--- src/rtl/uart_rx_pkg.sv ---
`default_nettype none
// ============================================================================
// Module   : uart_rx_pkg
// Brief    : Shared state encoding and legal bit-period constants for uart_rx.
// Revision : 1.0
// ============================================================================
package uart_rx_pkg;

    typedef enum logic [2:0] {
        ST_IDLE   = 3'd0,
        ST_START  = 3'd1,
        ST_DATA   = 3'd2,
        ST_PARITY = 3'd3,
        ST_STOP   = 3'd4
    } rx_state_t;

    localparam int unsigned c_PRESC_8  = 8;
    localparam int unsigned c_PRESC_16 = 16;
    localparam int unsigned c_PRESC_32 = 32;

    function automatic logic presc_is_legal(input logic [31:0] presc);
        return (presc == c_PRESC_8) || (presc == c_PRESC_16) || (presc == c_PRESC_32);
    endfunction

endpackage
`default_nettype wire

--- src/rtl/uart_rx_sampler.sv ---
`default_nettype none
// ============================================================================
// Module   : uart_rx_sampler
// Brief    : Captures the line at the three mid-bit edges and majority-votes.
// Revision : 1.0
// ============================================================================
module uart_rx_sampler
    import uart_rx_pkg::*;
#(
    parameter int PRESC_W = 6
) (
    input  logic               clk,
    input  logic               rst,
    input  logic               i_rx,
    input  logic [PRESC_W-1:0] i_presc,
    input  logic [PRESC_W-1:0] i_edge_cnt,
    output logic               o_bit
);

    logic [PRESC_W-1:0] w_mid;
    logic [2:0]         r_taps;

    assign w_mid = i_presc >> 1;

    always_ff @(posedge clk) begin
        if (rst) begin
            r_taps <= 3'b111;
        end else begin
            if (i_edge_cnt == w_mid - PRESC_W'(1)) r_taps[0] <= i_rx;
            if (i_edge_cnt == w_mid)               r_taps[1] <= i_rx;
            if (i_edge_cnt == w_mid + PRESC_W'(1)) r_taps[2] <= i_rx;
        end
    end

    assign o_bit = (r_taps[0] & r_taps[1]) | (r_taps[0] & r_taps[2]) | (r_taps[1] & r_taps[2]);

endmodule
`default_nettype wire

--- src/rtl/uart_rx.sv ---
`default_nettype none
// ============================================================================
// Module   : uart_rx
// Brief    : Oversampling UART receiver with optional parity and error pulses.
// Revision : 1.0
// ============================================================================
module uart_rx
    import uart_rx_pkg::*;
#(
    parameter int DATA_W  = 8,
    parameter int PRESC_W = 6
) (
    input  logic               CLK,
    input  logic               RST,
    input  logic               RX_IN,
    input  logic [PRESC_W-1:0] Prescale,
    input  logic               PAR_EN,
    input  logic               PAR_TYP,
    output logic [DATA_W-1:0]  P_DATA,
    output logic               data_valid,
    output logic               par_err,
    output logic               stp_err,
    output logic               busy
);

    localparam int c_BIT_W = $clog2(DATA_W + 3);

    rx_state_t          r_state;
    rx_state_t          w_state_nxt;
    logic [PRESC_W-1:0] r_presc;
    logic [PRESC_W-1:0] r_edge_cnt;
    logic [c_BIT_W-1:0] r_bit_cnt;
    logic               r_par_en;
    logic               r_par_typ;
    logic               r_par_fail;
    logic [DATA_W-1:0]  r_shift;
    logic [DATA_W-1:0]  r_p_data;
    logic               r_data_valid;
    logic               r_par_err;
    logic               r_stp_err;

    logic               w_last_edge;
    logic               w_bit;
    logic               w_par_exp;
    logic               w_frame_start;
    logic               w_shift_en;
    logic               w_par_fail;
    logic               w_load;
    logic               w_dv_nxt;
    logic               w_pe_nxt;
    logic               w_se_nxt;

    uart_rx_sampler #(
        .PRESC_W (PRESC_W)
    ) u_sampler (
        .clk        (CLK),
        .rst        (RST),
        .i_rx       (RX_IN),
        .i_presc    (r_presc),
        .i_edge_cnt (r_edge_cnt),
        .o_bit      (w_bit)
    );

    assign w_last_edge = (r_state != ST_IDLE) && (r_edge_cnt == r_presc - PRESC_W'(1));
    assign w_par_exp   = (^r_shift) ^ r_par_typ;

    always_ff @(posedge CLK) begin
        if (RST) begin
            r_state <= ST_IDLE;
        end else begin
            r_state <= w_state_nxt;
        end
    end

    always_comb begin
        w_state_nxt   = r_state;
        w_frame_start = 1'b0;
        w_shift_en    = 1'b0;
        w_par_fail    = 1'b0;
        w_load        = 1'b0;
        w_dv_nxt      = 1'b0;
        w_pe_nxt      = 1'b0;
        w_se_nxt      = 1'b0;
        case (r_state)
            ST_IDLE: begin
                if (!RX_IN) begin
                    w_state_nxt   = ST_START;
                    w_frame_start = 1'b1;
                end
            end
            ST_START: begin
                // A start bit that votes high was line noise: drop it silently.
                if (w_last_edge) w_state_nxt = w_bit ? ST_IDLE : ST_DATA;
            end
            ST_DATA: begin
                if (w_last_edge) begin
                    w_shift_en = 1'b1;
                    if (r_bit_cnt == c_BIT_W'(DATA_W)) begin
                        w_state_nxt = r_par_en ? ST_PARITY : ST_STOP;
                    end
                end
            end
            ST_PARITY: begin
                if (w_last_edge) begin
                    w_state_nxt = ST_STOP;
                    if (w_bit != w_par_exp) begin
                        w_par_fail = 1'b1;
                        w_pe_nxt   = 1'b1;
                    end
                end
            end
            ST_STOP: begin
                if (w_last_edge) begin
                    if (!w_bit) begin
                        w_se_nxt = 1'b1;
                    end else if (!r_par_fail) begin
                        w_load   = 1'b1;
                        w_dv_nxt = 1'b1;
                    end
                    // A low line here is treated as the next frame's start edge.
                    if (!RX_IN) begin
                        w_state_nxt   = ST_START;
                        w_frame_start = 1'b1;
                    end else begin
                        w_state_nxt = ST_IDLE;
                    end
                end
            end
            default: w_state_nxt = ST_IDLE;
        endcase
    end

    // The detection cycle itself is edge 0, so the counter restarts at 1.
    always_ff @(posedge CLK) begin
        if (RST) begin
            r_edge_cnt <= '0;
            r_bit_cnt  <= '0;
        end else if (w_frame_start) begin
            r_edge_cnt <= PRESC_W'(1);
            r_bit_cnt  <= '0;
        end else if (r_state == ST_IDLE) begin
            r_edge_cnt <= '0;
            r_bit_cnt  <= '0;
        end else if (w_last_edge) begin
            r_edge_cnt <= '0;
            r_bit_cnt  <= r_bit_cnt + c_BIT_W'(1);
        end else begin
            r_edge_cnt <= r_edge_cnt + PRESC_W'(1);
        end
    end

    // Unsupported bit periods fall back to 8 so a frame always terminates.
    always_ff @(posedge CLK) begin
        if (RST) begin
            r_presc    <= PRESC_W'(c_PRESC_8);
            r_par_en   <= 1'b0;
            r_par_typ  <= 1'b0;
            r_par_fail <= 1'b0;
            r_shift    <= '0;
        end else begin
            if (w_frame_start) begin
                r_presc    <= presc_is_legal(32'(Prescale)) ? Prescale : PRESC_W'(c_PRESC_8);
                r_par_en   <= PAR_EN;
                r_par_typ  <= PAR_TYP;
                r_par_fail <= 1'b0;
            end else if (w_par_fail) begin
                r_par_fail <= 1'b1;
            end
            if (w_shift_en) r_shift <= {w_bit, r_shift[DATA_W-1:1]};
        end
    end

    always_ff @(posedge CLK) begin
        if (RST) begin
            r_p_data     <= '0;
            r_data_valid <= 1'b0;
            r_par_err    <= 1'b0;
            r_stp_err    <= 1'b0;
        end else begin
            if (w_load) r_p_data <= r_shift;
            r_data_valid <= w_dv_nxt;
            r_par_err    <= w_pe_nxt;
            r_stp_err    <= w_se_nxt;
        end
    end

    assign P_DATA     = r_p_data;
    assign data_valid = r_data_valid;
    assign par_err    = r_par_err;
    assign stp_err    = r_stp_err;
    assign busy       = (r_state != ST_IDLE);

endmodule
`default_nettype wire

--- config.mk ---
export PLATFORM = sky130hd
export DESIGN_NAME = uart_rx
export DESIGN_NICKNAME = d
export VERILOG_FILES = /design/src/rtl/uart_rx_pkg.sv /design/src/rtl/uart_rx_sampler.sv /design/src/rtl/uart_rx.sv
export SDC_FILE = /design/constraint.sdc
export NUM_CORES = 1
export LEC_CHECK = 0
export BUFFER_PORTS_ARGS = -buffer_cell sky130_fd_sc_hd__buf_2
export CORE_AREA = 4 4 69 71
export CTS_BUF_LIST = sky130_fd_sc_hd__clkbuf_8
export CTS_CLUSTER_SIZE = 20
export DETAILED_ROUTE_END_ITERATION = 7
export DIE_AREA = 0 0 73 75
export PLACE_DENSITY = 0.8
export SLEW_MARGIN = 20
export SYNTH_ARGS = -nofsm -noshare
export SYNTH_HDL_FRONTEND = slang
export SYNTH_SLANG_ARGS = --single-unit
--- constraint.sdc ---
create_clock -name CLK -period 3.3 [get_ports CLK]
set_input_delay 0.495 -clock CLK [delete_from_list [all_inputs] [get_ports CLK]]
set_output_delay 0.495 -clock CLK [all_outputs]
set_load 0.01 [all_outputs]
### Word-level counts from Yosys, hierarchy flattened

Cells that the tools add are included.

* register bits: 44
* latch bits: 0
* RAM bits: 0
* ROM bits: 0
* input bits: 11
* output and inout port bits: 12
* logic and storage cells: 86
* memories: 0

* add/subtract/negate cells: 5
* $mul: 0
* div/mod/pow operators: 0
* magnitude comparators: 0
* eq/ne operators: 19
* shift operators: 0
* mux-type cells: 27
* bitwise logic cells: 8
* reduce and logical (&&, ||, !) cells: 11

Operators by type and width (number)
* two-way mux 3 bit: 7
* == test 6 bit: 3
* two-way mux 1 bit: 16
* one-hot mux 3 bit (5 select lines): 1
* != test 2 bit, second input constant: 6
* parity 8 bit: 1
* adder 5 x 1 -> 6 bit, second input constant: 1
* adder 6 x 1 -> 6 bit, second input constant: 1
* == test 3 x 2 -> 1 bit, second input constant: 2
* == test 6 x 4 -> 1 bit, second input constant: 1
* == test 6 x 5 -> 1 bit: 1
* == test 6 x 5 -> 1 bit, second input constant: 1
* == test 6 bit, second input constant: 1
* two-way mux 6 bit: 1
* AND reduction 6 bit: 1
* OR reduction 3 bit: 2
* subtractor 5 x 1 -> 6 bit, second input constant: 1
* subtractor 6 x 1 -> 6 bit, second input constant: 1
* adder 4 x 1 -> 4 bit, second input constant: 1
* == test 4 bit, second input constant: 1
* OR reduction 4 bit: 1
* AND 1 bit: 3
* == test 3 x 1 -> 1 bit, second input constant: 1
* == test 3 bit, second input constant: 1
* other kinds (11): 14

### Depth between registers and ports, before layout

Gate-level depths: netlist of the first run.

* depth in word-level cells: 7
* depth in mapped cells: 9
* mapped depth without buffers: 7

### Hierarchy

Synthesis of the first run repeated with hierarchy kept, for this count alone.

* cell total of the unflattened synthesis: 283
* area total of the unflattened synthesis: 2492.4 sq um

By module, submodules not included
* uart_rx: times used 1, cells an instance 228, area an instance 2057.0 sq um, seq. area each 820.8 sq um
* uart_rx_sampler: times used 1, cells an instance 55, area an instance 435.4 sq um, seq. area each 60.1 sq um

### Worst setup path after synthesis of the first run

No wires, ideal clock.

* path type: register to register
* from: register r_presc[1]
* to: register r_presc[4]
* data arrival time: 2377 ps
* data required time: 3179 ps
* slack: 803 ps
* stages on the path, launching flop included: 9
* cell sequence: dfxtp_1 -> clkbuf_1 -> inv_1 -> ha_1 -> o21ba_2 -> a221oi_2 -> o21ai_0 -> a21oi_2 -> mux2_2

* word-level cells in the longest chain between the ends: 5

Ends and longest elaborated chain
* start: declaration: line uart_rx.sv:30 `logic [PRESC_W-1:0] r_presc;`
* start signal: assignment: line uart_rx.sv:155 `r_presc <= PRESC_W'(c_PRESC_8);`
* start signal: assignment: line uart_rx.sv:162 `r_presc <= presc_is_legal(32'(Prescale)) ? Prescale : PRESC_W'(c_PRESC_8);`
* subtractor 6 x 1 -> 6 bit: line uart_rx.sv:64 `assign w_last_edge = (r_state != ST_IDLE) && (r_edge_cnt == r_presc - PRESC_W'(1));`
* == test 6 bit: line uart_rx.sv:64
* logical AND 1 bit: line uart_rx.sv:64
* two-way mux 1 bit: line uart_rx.sv:113 `if (w_last_edge) begin`
* one-hot mux 1 bit (2 select lines): line uart_rx.sv:84 `case (r_state)`

Every way passes these cells.
A chain may end at the register's enable or synchronous reset.

### Final worst setup path of the first run

* from: register r_presc[2]
* to: register r_p_data[5], in the netlist P_DATA[5]

* word-level cells in the longest chain between the ends: 5

Ends and longest elaborated chain
* subtractor 6 x 1 -> 6 bit: line uart_rx.sv:64
* == test 6 bit: line uart_rx.sv:64
* logical AND 1 bit: line uart_rx.sv:64
* two-way mux 1 bit: line uart_rx.sv:113
* two-way mux 1 bit: line uart_rx.sv:84
* end signal: assignment: line uart_rx.sv:180 `if (w_load) r_p_data <= r_shift;`
* end: declaration: line uart_rx.sv:37 `logic [DATA_W-1:0] r_p_data;`

Every way passes these cells.

==> metrics, run 1 <==
Clock Pin Slew Worst Setup and Hold Paths=about 0.080 ns; area delta synth->final=7.51%; GRT Residual Overflow=0; Vias/cell=6.01; WP data arrival=2.99 ns; Critical Path RT=3.49 ns; Critical Path Fanout Max=14; Worst Clk Skew=roughly 0.0038 ns; Worst-Margin Slew=about 0.65 ns; Yosys cell types=53; fin nets=between 300 and 400; worst hold path type=in2reg; die footprint=5480 um2; Resize count post-CTS=0; Net Count, Synth=293; first-pass GRT wire length=about 9.1 mm; Post-Place Setup Slack=0.555 ns; MaxCap Viol Count=0; setup TNS=0 ns; FP Rows=24; final setup fails=0; # DRC=0; largest net degree at the start of global routing=26; cts bufs inserted=5; antenna-violating nets left=0; clk_lat worst skew=0.29 ns; Max VDD drop=0.258 mV; cts hold-fix bufs=0; Synth top area share=0.357; final HPWL from detailed placement=between 3 and 4 mm; GRT Util Overall=0.213; vias post-DR=a little over 2000; Final Hold Vio Count=0; startpoint class of the critical path=flop; Die W=about 73 um; cell breakdown of the critical path=inv_1, ha_1, a21boi_0, and3_1, o211ai_2, buf_4, or3_1, a31o_1; Synth area leaders=dfxtp_1 (36%), xnor2_1 (5.7%), mux2i_1 (5.3%); clk buf depth=2; Lkg Pwr=1.03 nW; Initial DRC Count=around 120; Max H-tree Level=2; pwr/cell area=about 360 nW/um2; Post-synth ARST share=0; final worst-path cycle share=0.850; Mapped Cells=between 200 and 300; worst hold path depth=3; status=finished clean; crit path max-delay cell type=dfxtp_1; vias in the first global route=2016; Routed WL=5.25 mm; worst rel slew slack=0.569; Ant. Diodes=0; core area=4230 um2; Die Height=75 um; Post-CTS Setup Inserts=0; syn avg cell area=8.97 um2; Seq/Total Area, Yosys=0.357; CTS sink cnt=44; ys flop type=dfxtp_1; CTS tree=built; synth warn=0; fill count=365; CP peak stage delay=0.58 ns; register bit total from synthesis=44; CP Class=reg2reg; RePlAce Congestion=about 0.9; CTS root buf=clkbuf_8; # IOs=23; initial antenna violation count=0; worst r2r path cells=8; RSZ-0062 raised after global routing=no; Syn Std Cell Area=about 2500 um2; TritonRoute pass-1 iters=4; IO Port Bufs=22; area leader, netlist=dfxtp_1; fmax=roughly 360 MHz; min Tclk post-route=2.80 ns; fin. max-slew vios=0; initial core utilization=0.582; share of layout cells above drive strength 1=0.146; DR WL/cell=15.4 um; CP Capture Type=flop; Post-synth EDFFs=0; Worst Slack Setup Final=0.495 ns
-- kinds of logic after synthesis --
kind of cell | synth area share
AO/OA/AOI/OAI | 0.161
XOR/XNOR | 0.112
adder cells (fa/ha/maj) | 0.0396
buffers and inverters | 0.0563
flip-flops | 0.357
multiplexers | 0.0665
AND/OR/NAND/NOR | 0.208
-- report_power, final --
| group | leakage [nW] | switching, W | internal (W) |
|---|---|---|---|
| registers | 0.355 | 0.0000102 | 0.000536 |
| logic | 0.630 | 0.0000383 | 0.0000282 |
| clock network | 0.0486 | 0.000175 | 0.000167 |
-- final timing paths --
kind | slack [ns] | from | endpoint
setup reg to reg | 0.50 | r_presc[2]$_SDFFE_PP0P_ | P_DATA[5]$_SDFFE_PP0P_
hold / removal | 0.46 | PAR_TYP | r_par_typ$_SDFFE_PP0P_
hold reg to reg | 0.48 | P_DATA[1]$_SDFFE_PP0P_ | P_DATA[1]$_SDFFE_PP0P_
setup / recovery | 0.50 | r_presc[2]$_SDFFE_PP0P_ | P_DATA[5]$_SDFFE_PP0P_
-- cells in the final DEF (no fill, tap or decap), types with 4 or more instances in the layout --
| cell | instances |
|---|---|
| dfxtp_1 | 44 |
| nand2_1 | 23 |
| buf_2 | 22 |
| nor2_1 | 16 |
| xnor2_1 | 16 |
| nor3_1 | 14 |
| xor2_1 | 13 |
| mux2i_1 | 13 |
| nor4_1 | 11 |
| inv_1 | 9 |
| nand3_1 | 9 |
| a31o_1 | 8 |
| ha_1 | 7 |
| o21ai_0 | 6 |
| clkbuf_8 | 6 |
| a21oi_1 | 5 |
| a21boi_0 | 4 |
| nor3b_1 | 4 |
| or3_1 | 4 |
-- flip-flops by register name, summed over array words and instances (netlist names) --
register and cells:
r_par_fail 1, r_par_typ 1, r_bit_cnt 4, P_DATA 8, r_state 3, r_edge_cnt 6, stp_err 1, par_err 1
r_shift 8, u_sampler.r_taps 3, data_valid 1, r_presc 6, r_par_en 1
-- Yosys cell counts, types with 5 or more instances --
cell	count
nand3_1	9
nor2_1	16
xor2_1	13
nor3_1	14
a21oi_1	5
nand2_1	23
o21ai_0	6
inv_1	8
mux2i_1	13
nor4_1	11
dfxtp_1	44
xnor2_1	16
clkbuf_1	12
ha_1	7
a31o_1	8
-- layer usage --
layer	wire, um	GRT usage	up-vias
met5	0	0	-
met4	125	0.0902	0
met3	222	0.0320	13
met2	2730	0.384	52
met1	2180	0.250	958
li1	-	-	1019
-- metrics by stage --
| stage | utilization | hold WS [ns] | cell area [um2] | instances | power (W) |
|---|---|---|---|---|---|
| detailed placement | 0.604 | 0.459 | 2560 | 332 | 0.000625 |
| CTS | 0.626 | 0.459 | 2650 | 340 | 0.000964 |
| finish | 0.626 | 0.460 | 2650 | 340 | 0.000955 |
| global route | 0.626 | 0.480 | 2650 | 340 | 0.000995 |
| floorplan | - | 0.445 | 2470 | 275 | 0.000605 |
| global placement | 0.604 | 0.455 | 2560 | 332 | 0.000623 |
-- cell type report --
class / instances / area [um2] / area share
Timing Repair Buffer: 24 / 125 / 0.0472
Clock inverter: 2 / 11.3 / 0.00425
Sequential cell: 44 / 881 / 0.332
Multi-Input combinational cell: 202 / 1450 / 0.546
Clock buffer: 6 / 82.6 / 0.0311
Tap cell: 52 / 65.1 / 0.0245
Inverter: 10 / 40.0 / 0.0151
-- critical path, delay by kind of cell, from the launching register on --
kind / cells / cell delay [ns]
flops: 1 / 0.58
fa+ha+maj: 1 / 0.20
simple gates: 2 / 0.79
buf+inv: 2 / 0.37
compound gates: 3 / 0.77
Note: power is estimated with default switching activity, not from simulation.
==> run 2: changes to the inputs <==
Settings changed: ABC_AREA set to 1, CORE_AREA 4 4 69 71 to 4 4 68 70, DIE_AREA 0 0 73 75 to 0 0 72 74.
Clock period 3.3 ns to 2.65 ns, I/O delays scaled along.
==> run 2 against run 1 <==
Effect of this change:
- clock-buffer cell count shrank 1
- via count grew 4.3%
- largest power group unchanged
- register-to-register slack hardly changed
- design area is essentially flat
- worst hold slack lost 0.10 ns
- sequential share of layout area barely moved
- flip-flop and latch count unchanged
- routed wire length decreased by 5.1%
- global-route usage about the same
==> metrics, run 2 <==
share of layout cells above drive strength 1=0.174; Seq/Total Area, Yosys=0.365; Syn Std Cell Area=2410 um2; startpoint class of the critical path=flop; most frequent cells in the layout=nand2_1 (63), nor2_1 (45), dfxtp_1 (44); GRT Residual Overflow=0; grt peak-use layer=met2; synth warn=0; Switching Fraction=0.326; cts hold-fix bufs=0; Final Util=0.667; WP data arrival=2.33 ns; CP Class=reg2reg; Post-synth top cells=nand2_1 (63), nor2_1 (45), dfxtp_1 (44); MaxCap Viol Count=0; Critical Path Fanout Max=12; initial antenna violation count=0; RSZ-0062 raised after global routing=no; vias post-DR=2129; setup TNS=0 ns; Resize count post-CTS=0; worst rel slew slack=0.642; syn avg cell area=7.36 um2; final setup fails=0; final worst-path cycle share=0.814; GRT Util Overall=0.213; cts bufs inserted=5; fin nets=368; CTS root buf=clkbuf_8; Comb pwr share=0.238; min Tclk post-route=2.16 ns; met1 Usage GRT=0.278; clk_lat worst skew=0.30 ns; Die W=72 um; Lkg Pwr=~1.1 nW; Yosys cell types=37; vias in the first global route=between 1500 and 2000; antenna-violating nets left=0; Worst Clk Skew=0.00506 ns; Worst-Margin Slew=0.537 ns; Seq. cell area=881 um2; most common cell in the netlist=nand2_1; first-pass GRT wire length=approximately 8.8 mm; ys flop type=dfxtp_1; IO Port Bufs=22; area delta synth->final=9.80%; DR WL/cell=12.4 um; Ant. Diodes=0; Post-synth ARST share=0; fill count=345; Post-synth EDFFs=0; CTS sink cnt=44; Die Height=74 um; largest net degree at the start of global routing=18; Synth top area share=0.365; Switch Pwr=0.000535 W; # IOs=23; Seq pwr share=0.454; final HPWL from detailed placement=3.90 mm; Synth area leaders=dfxtp_1 (36%), nand2_1 (9.8%), nor2_1 (7.0%); Net Count, Synth=between 300 and 400; die footprint=5330 um2; pwr/cell area=slightly above 600 nW/um2; clk buf depth=2; M2 GR Usage=0.345; Max VDD drop=about 0.50 mV; Routed WL=4.98 mm; Mapped Cells=328; grt met3 use=0.0514; cell count after placement=393; worst hold path type=in2reg; # DRC=0; CTS tree=built; status=finished clean; commonest non-fill, non-tap cell in the layout=nand2_1; TritonRoute pass-1 iters=4; non-filler cells, final=401; Max H-tree Level=2; multi-input logic area=approximately 1300 um2; clock share of power=0.309; core area=3970 um2; Post-CTS Setup Inserts=0; RePlAce Congestion=0.904; register bit total from synthesis=44; Internal=0.00110 W; Clock Pin Slew Worst Setup and Hold Paths=0.08 ns; area leader, netlist=dfxtp_1; Critical Path RT=2.83 ns; fmax=464 MHz; Vias/cell=5.31; Initial DRC Count=218; Final Hold Vio Count=0; CP Capture Type=flop; FP Rows=23; fin. max-slew vios=0; initial core utilization=0.608
-- run 2: changes by cell type after synthesis, sizes merged, moves of 12 or more --
cell   delta
nor2     +34
mux2i    -13
a21oi    +18
o21ai    +12
nand2    +48
inv      +28
-- run 2: metal layers --
metal	routed length [um]	vias up	part of all wire
met5	0	-	0
met4	97	0	0.019
met3	314	11	0.063
met2	2400	54	0.48
met1	2180	959	0.44
li1	-	1105	-
-- run 2: worst max-delay path: stages, from the launching register on --
cell	delay, ns
dfxtp_1	0.41
inv_1	0.14
ha_1	0.23
nand2_1	0.12
nand2_1	0.10
inv_1	0.06
nand2_1	0.05
nand2_1	0.06
nand2_2	0.08
nor2_8	0.11
nand3_4	0.10
inv_2	0.18
nand3_2	0.19
nand2_1	0.12
a21oi_1	0.06
-- run 2: area by class of cell --
type / count / share of cell area
inverter: 38 / 0.0557
clock inverter: 3 / 0.0161
sequential: 44 / 0.332
multi-input combinational: 239 / 0.505
clock buffer: 5 / 0.0260
tap: 50 / 0.0236
timing repair buffer: 22 / 0.0415
-- run 2: final timing paths --
path	to	slack, ns	from	cells after the start
min reg2reg	P_DATA[1]$_SDFFE_PP0P_	0.46	P_DATA[1]$_SDFFE_PP0P_	2
max reg2reg	P_DATA[7]$_SDFFE_PP0P_	0.49	r_presc[1]$_SDFFE_PP0P_	14
max	P_DATA[7]$_SDFFE_PP0P_	0.49	r_presc[1]$_SDFFE_PP0P_	14
min	r_par_en$_SDFFE_PP0P_	0.36	PAR_EN	3
-- run 2: power by group through the flow --
stage	clock network (W)	logic [W]	registers, W
finish	0.000506	0.000390	0.000744
CTS	0.000518	0.000387	0.000744
floorplan	0	0.000308	0.000745
detailed placement	0	0.000385	0.000759
global placement	0	0.000377	0.000758
global route	0.000545	0.000452	0.000751
-- run 2: per-stage QoR --
| step | setup WS (ns) | total power [W] | area [um2] | hold slack (ns) |
|---|---|---|---|---|
| after global placement | 0.678 | 0.00113 | 2540 | 0.448 |
| after CTS | 0.502 | 0.00165 | 2650 | 0.348 |
| final | 0.493 | 0.00164 | 2650 | 0.358 |
| after global routing | 0.258 | 0.00175 | 2650 | 0.395 |
| after floorplan | 0.904 | 0.00105 | 2410 | 0.440 |
| after detailed placement | 0.555 | 0.00114 | 2540 | 0.450 |
-- run 2: cells by family after synthesis --
kind of cell | count (synthesis) | share of synthesized area
xor+xnor | 24 | 0.0871
buf+inv | 45 | 0.0809
compound gates | 48 | 0.111
flops | 44 | 0.365
simple gates | 160 | 0.319
fa+ha+maj | 7 | 0.0363
==> run 3: changes to the inputs <==
Settings changed: ABC_AREA 1 to 0, CORE_AREA 4 4 68 70 to 4 4 72 74, DIE_AREA 0 0 72 74 to 0 0 76 78, PLACE_DENSITY 0.8 to 0.77.
Clock period 2.65 ns to 1.75 ns, I/O delays scaled along.
==> run 3 against run 2 <==
Effect of this change:
- register-to-register slack worse by 0.72 ns
- critical endpoint is now r_presc[4]$_SDFFE_PP0P_
- highest routed layer unchanged
- largest cell class unchanged
- die area is 11% higher
- fmax increased by 9.4%
- routed wire length rose by 33%
- combinational power shrank 49%
- core utilization up 7.2 points
- sequential power rose by 37%
- design area up 28%
- sequential share of layout area is 7.0 points lower
- flip-flop and latch count stayed put
- power rose by 12%
- the run now ends with setup timing left
- largest power group unchanged
==> metrics, run 3 (synthesized netlist as in run 1, its figures left out) <==
status=complete, but fails checks; failing checks=setup timing; RSZ-0062 raised after global routing=yes; CP Capture Type=flop; Die W=76 um; final setup fails=37; Initial DRC Count=97; GRT Util Overall=0.222; MaxCap Viol Count=0; first-pass GRT wire length=about 11 mm; core area=4600 um2; CTS root buf=clkbuf_8; Routed WL=6.62 mm; final HPWL from detailed placement=4.77 mm; worst hold path type=in2reg; crit path max-delay cell type=dfxtp_4; largest net degree at the start of global routing=23; Die Height=78 um; Worst-Margin Slew=0.453 ns; vias post-DR=approximately 2300; min-delay src=PAR_TYP; Max H-tree Level=2; Clock Pin Slew Worst Setup and Hold Paths=0.09 ns; most frequent cells in the layout=buf_4 (41), dfxtp_1 (40), nand2_1 (22), buf_2 (22), nor2_1 (14); die footprint=5930 um2; CP peak stage delay=0.38 ns; Worst Clk Skew=0.00961 ns; FF-to-FF Start=r_presc[1]$_SDFFE_PP0P_; fmax=507 MHz; setup TNS=-4.79 ns; Lkg Pwr=1.37 nW; RePlAce Congestion=0.868; cts hold-fix bufs=0; worst rel slew slack=0.696; CP Class=reg2reg; CTS sink cnt=44; startpoint class of the critical path=flop; Min Hold Slack=0.206 ns; pwr/cell area=around 540 nW/um2; crit path from=r_presc[1]$_SDFFE_PP0P_; initial antenna violation count=0; initial core utilization=0.536; Critical Path Fanout Max=4; min Tclk post-route=1.97 ns; fin nets=352; final worst-path cycle share=1.13; Worst Slack Setup Final=-0.222 ns; commonest non-fill, non-tap cell in the layout=buf_4; # IOs=23; FP Rows=25; share of layout cells above drive strength 1=0.400; Ant. Diodes=0; Max VDD drop=0.491 mV; Critical Path RT=just under 2 ns; Final Hold Vio Count=0; CTS tree=built; cts bufs inserted=5; vias in the first global route=between 2000 and 2500; clk_lat worst skew=around 0.3 ns; Vias/cell=between 5 and 6; GRT Residual Overflow=0; fin. max-slew vios=0; IO Port Bufs=22; clk buf depth=2; antenna-violating nets left=0; cell breakdown of the critical path=inv_6, ha_4, o21ba_4, a221oi_4, buf_6, o21ai_4, a21oi_4, mux2_4; # DRC=0; DR WL/cell=between 15 and 20 um; TritonRoute pass-1 iters=6; area delta synth->final=37.8%; WP data arrival=2.17 ns
[run 3: cell count changes in the layout (fill, tap and decap cells not counted), moves of 8 or more]
| cell | change |
|---|---|
| buf_4 | +41 |
| inv_1 | -20 |
| nand4_1 | -10 |
| o21ai_0 | -8 |
| buf_6 | +8 |
| nand2_1 | -41 |
| inv_2 | -9 |
| a31o_1 | +8 |
| nor2_1 | -31 |
| a21oi_1 | -18 |
| mux2i_1 | +13 |
[run 3: power by group]
group / internal, W / total, W / switching, W
logic: 0.0000896 / 0.000199 / 0.000109
clock network: 0.000274 / 0.000625 / 0.000351
registers: 0.00101 / 0.00102 / 0.00000800
[run 3: critical path: cells and delay by family, from the launching register on]
| kind | cells | cell delay, ns |
|---|---|---|
| compound gates | 4 | 0.79 |
| fa+ha+maj | 1 | 0.17 |
| buf+inv | 2 | 0.21 |
| flops | 1 | 0.38 |
| mux | 1 | 0.33 |
[run 3: routing by layer]
| metal | vias up | routed length (um) | share of wire | global-route usage |
|---|---|---|---|---|
| met3 | 16 | 220 | 0.033 | 0.0336 |
| met1 | 1098 | 2690 | 0.41 | 0.253 |
| li1 | 1108 | - | - | - |
| met2 | 54 | 3540 | 0.53 | 0.404 |
| met4 | 0 | 169 | 0.026 | 0.0979 |
| met5 | - | 0 | 0 | 0 |
[run 3: repair_timing]
action                     4_1_cts  5_1_grt
gates resized for setup         27       22
pin swaps                       12        8
setup endpoints to repair       40       45
setup buffers                    1        3
[run 3: layout make-up]
| type | count | area, um2 |
|---|---|---|
| Multi-Input combinational cell | 202 | 1800 |
| Fill cell | 333 | 1200 |
| Sequential cell | 44 | 891 |
| Timing Repair Buffer | 71 | 508 |
| Clock buffer | 5 | 68.8 |
| Tap cell | 54 | 67.6 |
| Inverter | 10 | 47.5 |
| Clock inverter | 3 | 16.3 |
[run 3: through the flow]
step	area (um2)	power, W	setup WS [ns]	util	std cells
6_report	3400	0.00184	-0.222	0.739	389
4_1_cts	3270	0.00184	-0.217	0.710	386
2_1_floorplan	2670	0.00115	-0.301	-	275
3_5_place_dp	3040	0.00122	-0.216	0.661	377
5_1_grt	3400	0.00191	-0.295	0.739	389
3_3_place_gp	3040	0.00121	-0.193	0.661	377
[run 3: final timing paths]
| path | to | cells after the start | slack [ns] |
|---|---|---|---|
| min | r_par_typ$_SDFFE_PP0P_ | 3 | 0.21 |
| min reg2reg | P_DATA[2]$_SDFFE_PP0P_ | 1 | 0.50 |
| max reg2reg | r_presc[4]$_SDFFE_PP0P_ | 8 | -0.22 |
| max | r_presc[4]$_SDFFE_PP0P_ | 8 | -0.22 |
